$ cat src/rtl/corereset_sdif_apb_arb.sv
// Round-robin arbiter sharing the SDIF APB target between the fabric init
// master (requester 0) and the user master (requester 1), with a forced idle gap.
module corereset_sdif_apb_arb #(
    parameter int          ADDR_W  = 16,
    parameter int          MIN_GAP = 4,
    parameter logic [7:0]  TIMEOUT = 8'd255
) (
    input  logic              CLK_BASE,
    input  logic              RESET,
    input  logic              hold_off,
    input  logic              req0,
    input  logic              req1,
    input  logic              write0,
    input  logic              write1,
    input  logic [ADDR_W-1:0] addr0,
    input  logic [ADDR_W-1:0] addr1,
    input  logic [31:0]       wdata0,
    input  logic [31:0]       wdata1,
    output logic              done0,
    output logic              done1,
    output logic              err,
    output logic [31:0]       rdata,
    output logic              busy,
    output logic              psel,
    output logic              penable,
    output logic              pwrite,
    output logic [ADDR_W-1:0] paddr,
    output logic [31:0]       pwdata,
    input  logic [31:0]       prdata,
    input  logic              pready,
    input  logic              pslverr
);

    typedef enum logic [1:0] {IDLE, SETUP, ACCESS, GAP} state_t;

    localparam logic [3:0] GAP_LOAD = 4'(MIN_GAP - 1);
    localparam logic [7:0] TO_LAST  = TIMEOUT - 8'd1;

    state_t            state, state_nx;
    logic              last_grant, last_grant_nx;
    logic              win;
    logic [7:0]        tcount, tcount_nx;
    logic [3:0]        gcount, gcount_nx;
    logic              done0_nx, done1_nx, err_nx, busy_nx;
    logic              psel_nx, penable_nx, pwrite_nx;
    logic [ADDR_W-1:0] paddr_nx;
    logic [31:0]       pwdata_nx, rdata_nx;

    always_ff @(posedge CLK_BASE or posedge RESET) begin
        if (RESET) begin
            state      <= IDLE;
            last_grant <= 1'b1;
            tcount     <= 8'd0;
            gcount     <= 4'd0;
            done0      <= 1'b0;
            done1      <= 1'b0;
            err        <= 1'b0;
            busy       <= 1'b0;
            psel       <= 1'b0;
            penable    <= 1'b0;
            pwrite     <= 1'b0;
            paddr      <= '0;
            pwdata     <= 32'd0;
            rdata      <= 32'd0;
        end else begin
            state      <= state_nx;
            last_grant <= last_grant_nx;
            tcount     <= tcount_nx;
            gcount     <= gcount_nx;
            done0      <= done0_nx;
            done1      <= done1_nx;
            err        <= err_nx;
            busy       <= busy_nx;
            psel       <= psel_nx;
            penable    <= penable_nx;
            pwrite     <= pwrite_nx;
            paddr      <= paddr_nx;
            pwdata     <= pwdata_nx;
            rdata      <= rdata_nx;
        end
    end

    always_comb begin
        state_nx      = state;
        last_grant_nx = last_grant;
        win           = 1'b0;
        tcount_nx     = tcount;
        gcount_nx     = gcount;
        done0_nx      = 1'b0;
        done1_nx      = 1'b0;
        err_nx        = 1'b0;
        psel_nx       = psel;
        penable_nx    = penable;
        pwrite_nx     = pwrite;
        paddr_nx      = paddr;
        pwdata_nx     = pwdata;
        rdata_nx      = rdata;

        case (state)
            IDLE: begin
                if (!hold_off && (req0 || req1)) begin
                    // On contention the requester that did not win last time goes next
                    win           = (req0 && req1) ? ~last_grant : req1;
                    last_grant_nx = win;
                    pwrite_nx     = win ? write1 : write0;
                    paddr_nx      = win ? addr1  : addr0;
                    pwdata_nx     = win ? wdata1 : wdata0;
                    psel_nx       = 1'b1;
                    state_nx      = SETUP;
                end
            end
            SETUP: begin
                penable_nx = 1'b1;
                tcount_nx  = 8'd0;
                state_nx   = ACCESS;
            end
            ACCESS: begin
                if (tcount != 8'hFF)
                    tcount_nx = tcount + 8'd1;
                if (pready) begin
                    psel_nx    = 1'b0;
                    penable_nx = 1'b0;
                    done0_nx   = ~last_grant;
                    done1_nx   = last_grant;
                    err_nx     = pslverr;
                    if (!pwrite)
                        rdata_nx = prdata;
                    gcount_nx  = GAP_LOAD;
                    state_nx   = GAP;
                end else if (TIMEOUT != 8'd0 && tcount == TO_LAST) begin
                    psel_nx    = 1'b0;
                    penable_nx = 1'b0;
                    done0_nx   = ~last_grant;
                    done1_nx   = last_grant;
                    err_nx     = 1'b1;
                    gcount_nx  = GAP_LOAD;
                    state_nx   = GAP;
                end
            end
            GAP: begin
                // Leaving as the count reaches zero lets IDLE grant exactly MIN_GAP cycles after psel fell
                psel_nx = 1'b0;
                if (gcount != 4'd0)
                    gcount_nx = gcount - 4'd1;
                if (gcount <= 4'd1)
                    state_nx = IDLE;
            end
            default: begin
                state_nx   = IDLE;
                psel_nx    = 1'b0;
                penable_nx = 1'b0;
                pwrite_nx  = 1'b0;
                paddr_nx   = '0;
                pwdata_nx  = 32'd0;
            end
        endcase

        busy_nx = (state_nx != IDLE);
    end

endmodule

$ cat config.mk
export PLATFORM = sky130hd
export DESIGN_NAME = corereset_sdif_apb_arb
export DESIGN_NICKNAME = d
export VERILOG_FILES = /design/src/rtl/corereset_sdif_apb_arb.sv
export SDC_FILE = /design/constraint.sdc
export NUM_CORES = 1
export LEC_CHECK = 0
export BUFFER_PORTS_ARGS = -buffer_cell sky130_fd_sc_hd__buf_2
export CAP_MARGIN = 20
export CORE_MARGIN = 2
export CORE_UTILIZATION = 45
export CTS_CLUSTER_DIAMETER = 120
export CTS_CLUSTER_SIZE = 14
export DETAILED_ROUTE_END_ITERATION = 16
export PLACE_DENSITY = 0.79
export SYNTH_ARGS = -nofsm -noshare
export SYNTH_HDL_FRONTEND = slang
export SYNTH_SLANG_ARGS = --single-unit
$ cat constraint.sdc
create_clock -name CLK_BASE -period 5.4 [get_ports CLK_BASE]
set_clock_uncertainty 0.2 [all_clocks]
set_input_delay 1.08 -clock CLK_BASE [delete_from_list [all_inputs] [get_ports CLK_BASE]]
set_output_delay 1.08 -clock CLK_BASE [all_outputs]
set_load 0.05 [all_outputs]
### Word-level counts from Yosys, hierarchy flattened

Index checks and enable logic that the tools add are counted.

* input bits: 137
* word-level logic and storage cells: 73
* output and inout port bits: 87
* bits in registers: 102

* equality and inequality tests: 9
* bitwise gates (word level): 2
* add/sub/neg operators: 2
* reduce and logical (&&, ||, !) cells: 16
* magnitude comparators: 1
* mux-type cells: 29

Operators by type and width (number)
* 32-bit 2-to-1 mux: 1
* 16-bit 2-to-1 mux: 1
* 8-bit case mux with 2 select lines: 1
* 1-bit 2-to-1 mux: 14
* 4-bit 2-to-1 mux: 3
* 3-bit AND reduction: 3
* 8-bit by 1-bit adder with 8-bit output, second input constant: 1
* 8-bit equality test, second input constant: 1
* 2-bit 2-to-1 mux: 4
* 8-bit 2-to-1 mux: 1
* 8-bit != test, second input constant: 1
* 2-bit case mux with 4 select lines: 1
* 4-bit case mux with 2 select lines: 1
* 2-bit != test, second input constant: 3
* 2-bit AND reduction: 3
* 2-bit nonzero test: 3
* 2-bit equality test, second input constant: 2
* 4-bit by 1-bit less-or-equal comparator with 1-bit output, second input constant: 1
* 4-bit nonzero test: 1
* 4-bit by 1-bit subtractor with 4-bit output, second input constant: 1
* 3-bit != test, second input constant: 1
* 1-bit case mux with 3 select lines: 1
* 3-bit nonzero test: 1
* 2-bit by 1-bit equality test with 1-bit output, second input constant: 1
* other kinds (6): 8

### Longest topological paths before layout

* depth in word-level cells: 5
* gate-level depth with buffers: 6
* depth with buffers taken out: 6

### Worst setup path after synthesis

Ideal clock, no wire load.

* path type: input -> register
* start point: input port req1
* end point: register paddr[10]
* required time: 5.074 ns
* path buffers: 2
* cell stages on the path: 5
* path slack: 3.161 ns
* arrival time: 1.913 ns
* setup time: 0.126 ns
* cell sequence: a21boi_0 clkbuf_1 buf_2 mux2i_1 a21oi_1

* word-level cells in the longest chain between the ends: 3
* elaborated cells on any way between the ends: 6
* classes of those cells: mux (2); reduce/logical (4)

Ends and longest elaborated chain
* start: declaration: line 12 `input logic req1,`
* 1-bit logical AND or 1-bit logical OR (tied branches): line 103, 101
* 1-bit 2-to-1 mux or 1-bit logical AND (tied branches): line 103, 101
* 16-bit 2-to-1 mux or 2-bit AND reduction (tied branches)
* end signal: assignment: line 77 `paddr <= paddr_nx;`
* end: declaration: line 27 `output logic [ADDR_W-1:0] paddr,`

Several ways; a longest one is shown, not always the timed one.
A chain may end at the register's enable or synchronous reset.

### Worst setup path after layout

* start point: input port req1
* end point: register paddr[3]

Same word-level chain as after synthesis.

==> results.txt <==
----------------------------------------------------
[Floorplanning]
  Number of primary I/O pins ... 224
  X dimension of the die ... 104 um
  Die area ... 10900 sq um
  Standard-cell row count ... 36
  Initial Util ... 0.464
  Chip height ... 104 um
  Core Region ... 9770 sq um

[STA]
  Transition time at the pin with the least slew margin ... 0.838 ns
  Max-slew violation count ... 0
  Max Clk Rate ... 0.412 GHz
  Period utilisation layout ... 0.449
  Slew margin rel. ... 0.441
  Unrepaired setup endpoints after global routing ... false
  Setup-violating endpoint count in the final report ... 0
  Clock period minus final worst setup slack ... 2.43 ns
  Total negative slack ... 0 ns
  Number of failing hold endpoints at the final stage ... 0

[Outcome]
  Result of the run ... completed

[Finish]
  Post-route insts no fill ... 747
  Final nets ... 751
  Synthesis-to-finish area growth ... 31.0%
  Antenna diode count ... 0
  Finished Core Util ... 0.607
  Share of post-route cells with drive strength above 1 ... 0.463

[Place]
  HPWL after detailed placement ... 8.29 mm
  Count of input and output buffers ... 223
  Number of placed cells counting well taps ... 731
  Weighted congestion at the end of routability-driven global placement ... 0.807

[Critical path]
  Crit-path max cell delay ... 0.65 ns
  Critical path type ... input pin to flip-flop
  Cell depth of the worst flop-to-flop path ... 4
  Flop-to-flop setup slack ... 3.17 ns
  Crit path to ... paddr[3]
  Startpoint of the worst-slack reg-to-reg timing path ... state[1]
  Crit path max-delay cell type ... buf_4
  Capturing element type of the critical path ... flip-flop
  Startpoint Class ... input pin
  List of cells traversed by the critical path ... buf_2, a21boi_4, buf_4, mux2i_1, a21oi_1
  R2R Path End ... rdata[21]
  Worst setup path start ... req1
  Worst Path Required ... 5.41 ns
  Arrival time at the worst endpoint ... 2.44 ns
  Largest fanout on the critical path ... 50

[Route]
  Length of the first detailed-routing pass in iterations ... 4
  Routed WL ... 11.0 mm
  Wire length per cell after detailed routing ... 14.8 um
  Avg Vias per Cell ... 4.91
  Detail Route Antenna Nets ... 0
  Total via count in the routed design ... 3670
  Number of violations reported at the end of detailed-routing iteration 0 ... 164
  Residual DRC count ... 0

[CTS]
  Cts hold-fix bufs ... 0
  Number of buffers created by CTS ... 9
  Clock-pin slew on the worst setup and hold paths ... 0.10 ns
  Clock Tree Buf Depth ... 2
  Number of resized instances in the post-cts repair step ... 0
  Max H-tree Level ... 3
  Clk root buf ... clkbuf_8
  Clock insertion delay at the later pin of the skew report ... 0.35 ns
  TritonCTS clock tree ... built
  Num Clock Sinks ... 102
  Buffer count from post-CTS setup fixing ... 0

[Global route]
  Antenna violations before repair ... 0
  Overall track demand over capacity in global routing ... 0.202
  Pin count of the biggest net entering global routing ... 59
  Total global routing overflow ... 0
  Number of global-route vias before repair ... 3652
  Global-route wire length before repair ... 17.8 mm

[Logic synthesis]
  Avg Synthesized Cell Area ... 11.5 sq um
  Yosys reg bits ... 102
  Unique masters post-synth ... 41
  Sequential fraction of the synthesis area ... 0.564
  Number of instances in the synthesized netlist ... 393
  Post-synthesis instance area ... 4530 sq um
  Ys Warns ... 0
  Syn Nets ... 535

[Job]
  Count of maximum capacitance violations ... 0

[Worst hold path]
  Startpoint of the most critical hold path ... psel
  Path type of the worst min-delay path ... flip-flop to flip-flop

[Pwr]
  Max rail drop VDD ... 0.000387 V
  Leakage component of the power ... 2.98 nW
  PD cells ... 699 nW/um^2

----------------------------------------------------
cells by family after synthesis:
| group | count (synthesis) | share of synthesized area |
|---|---|---|
| flops | 102 | 0.564 |
| simple gates | 88 | 0.0895 |
| mux | 83 | 0.192 |
| compound gates | 80 | 0.0969 |
| buf+inv | 33 | 0.0398 |
| fa+ha+maj | 5 | 0.0138 |
| xor+xnor | 2 | 0.00387 |
synthesized netlist by cell type:
master    count  area (sq um)
a211oi_1      4          30.0
a21boi_0      1          7.51
a21o_1        1          7.51
a21oi_1      58           290
a21oi_2       1          8.76
a31oi_1       2          12.5
and2_1        1          6.26
and2b_1       1          7.51
and3_1        1          6.26
buf_2        15          75.1
buf_4         4          30.0
buf_6         3          33.8
clkbuf_1      1          3.75
dfrtp_1     101          2530
dfstp_2       1          26.3
ha_1          5          62.6
inv_1        10          37.5
mux2_2       33           372
mux2i_1      50           500
nand2_1       5          18.8
nand2b_1      3          18.8
nand3_1       8          40.0
nand3b_1      1          7.51
nand4_1       2          12.5
nor2_1       57           214
nor3_1        2          10.0
nor3b_1       1          7.51
nor3b_4       1          18.8
nor4_1        1          6.26
nor4_2        1          12.5
o211ai_1      2          15.0
o21a_1        1          7.51
o21ai_0       6          30.0
o21ai_1       1          5.00
o21bai_1      1          7.51
o311ai_1      1          8.76
o41ai_1       1          8.76
or2_2         1          6.26
or3_1         2          12.5
xnor2_1       1          8.76
xor2_1        1          8.76
placed cells by master (no fill, tap or decap), types with 2 or more instances in the layout:
cell type,n
o21ai_0,6
or3_1,2
inv_1,9
a21oi_1,58
a211oi_1,4
nand3_1,8
mux2i_1,50
buf_2,223
nor3_1,2
clkbuf_8,9
a31oi_1,2
ha_1,5
nand2_1,5
mux2_2,33
buf_4,5
nor2_1,57
inv_6,2
clkinv_4,2
dfrtp_1,101
nand4_1,2
nand2b_1,3
o211ai_1,2
routing by layer:
| layer | routed length [um] | up-vias | global-route usage |
|---|---|---|---|
| met5 | 0 | - | 0 |
| met3 | 531 | 12 | 0.0407 |
| met4 | 153 | 0 | 0.0569 |
| met1 | 4680 | 1731 | 0.254 |
| met2 | 5660 | 119 | 0.352 |
| li1 | - | 1808 | - |
cell type report:
| class | count | area (sq um) |
|---|---|---|
| timing repair buffer | 228 | 1150 |
| tap | 133 | 166 |
| fill | 834 | 3840 |
| clock buffer | 9 | 124 |
| clock inverter | 7 | 81.3 |
| inverter | 10 | 40.0 |
| multi-input combinational | 258 | 1820 |
| sequential | 102 | 2550 |
how the worst min path moves through the flow:
| stage | slack [ns] | end | depth (start not counted) |
|---|---|---|---|
| after CTS | 0.30 | psel | 1 |
| after detailed placement | 0.27 | psel | 1 |
| after global routing | 0.32 | psel | 1 |
| after floorplan | 0.27 | done0 | 1 |
| after global placement | 0.28 | psel | 1 |
| final | 0.30 | psel | 1 |
sequential cells by signal, indices dropped and copies added, names as in the netlist, 2 cells and up:
name	flops
rdata	32
tcount	8
state	2
pwdata	32
paddr	16
gcount	4
through the flow:
step	setup WS (ns)	instance area, sq um	hold WS, ns	total power, W
2_1_floorplan	1.45	4530	0.274	0.00314
5_1_grt	2.93	5940	0.325	0.00439
3_3_place_gp	2.63	5730	0.283	0.00363
3_5_place_dp	2.59	5730	0.269	0.00369
4_1_cts	2.99	5940	0.303	0.00419
6_report	2.97	5940	0.300	0.00415
power by group:
part	leakage, nW	internal (W)	total, W	switching [W]
clock network	0.106	0.000222	0.000491	0.000269
logic	1.67	0.000606	0.00230	0.00170
registers	1.21	0.00113	0.00135	0.000224
total	2.98	0.00196	0.00415	0.00219
worst max-delay path, delay by kind of cell:
| family | cells | cell delay, ns |
|---|---|---|
| AOI/OAI and AO/OA | 2 | 0.25 |
| buffers and inverters | 2 | 0.74 |
| muxes | 1 | 0.30 |
Power figures use the tool's default switching activity.
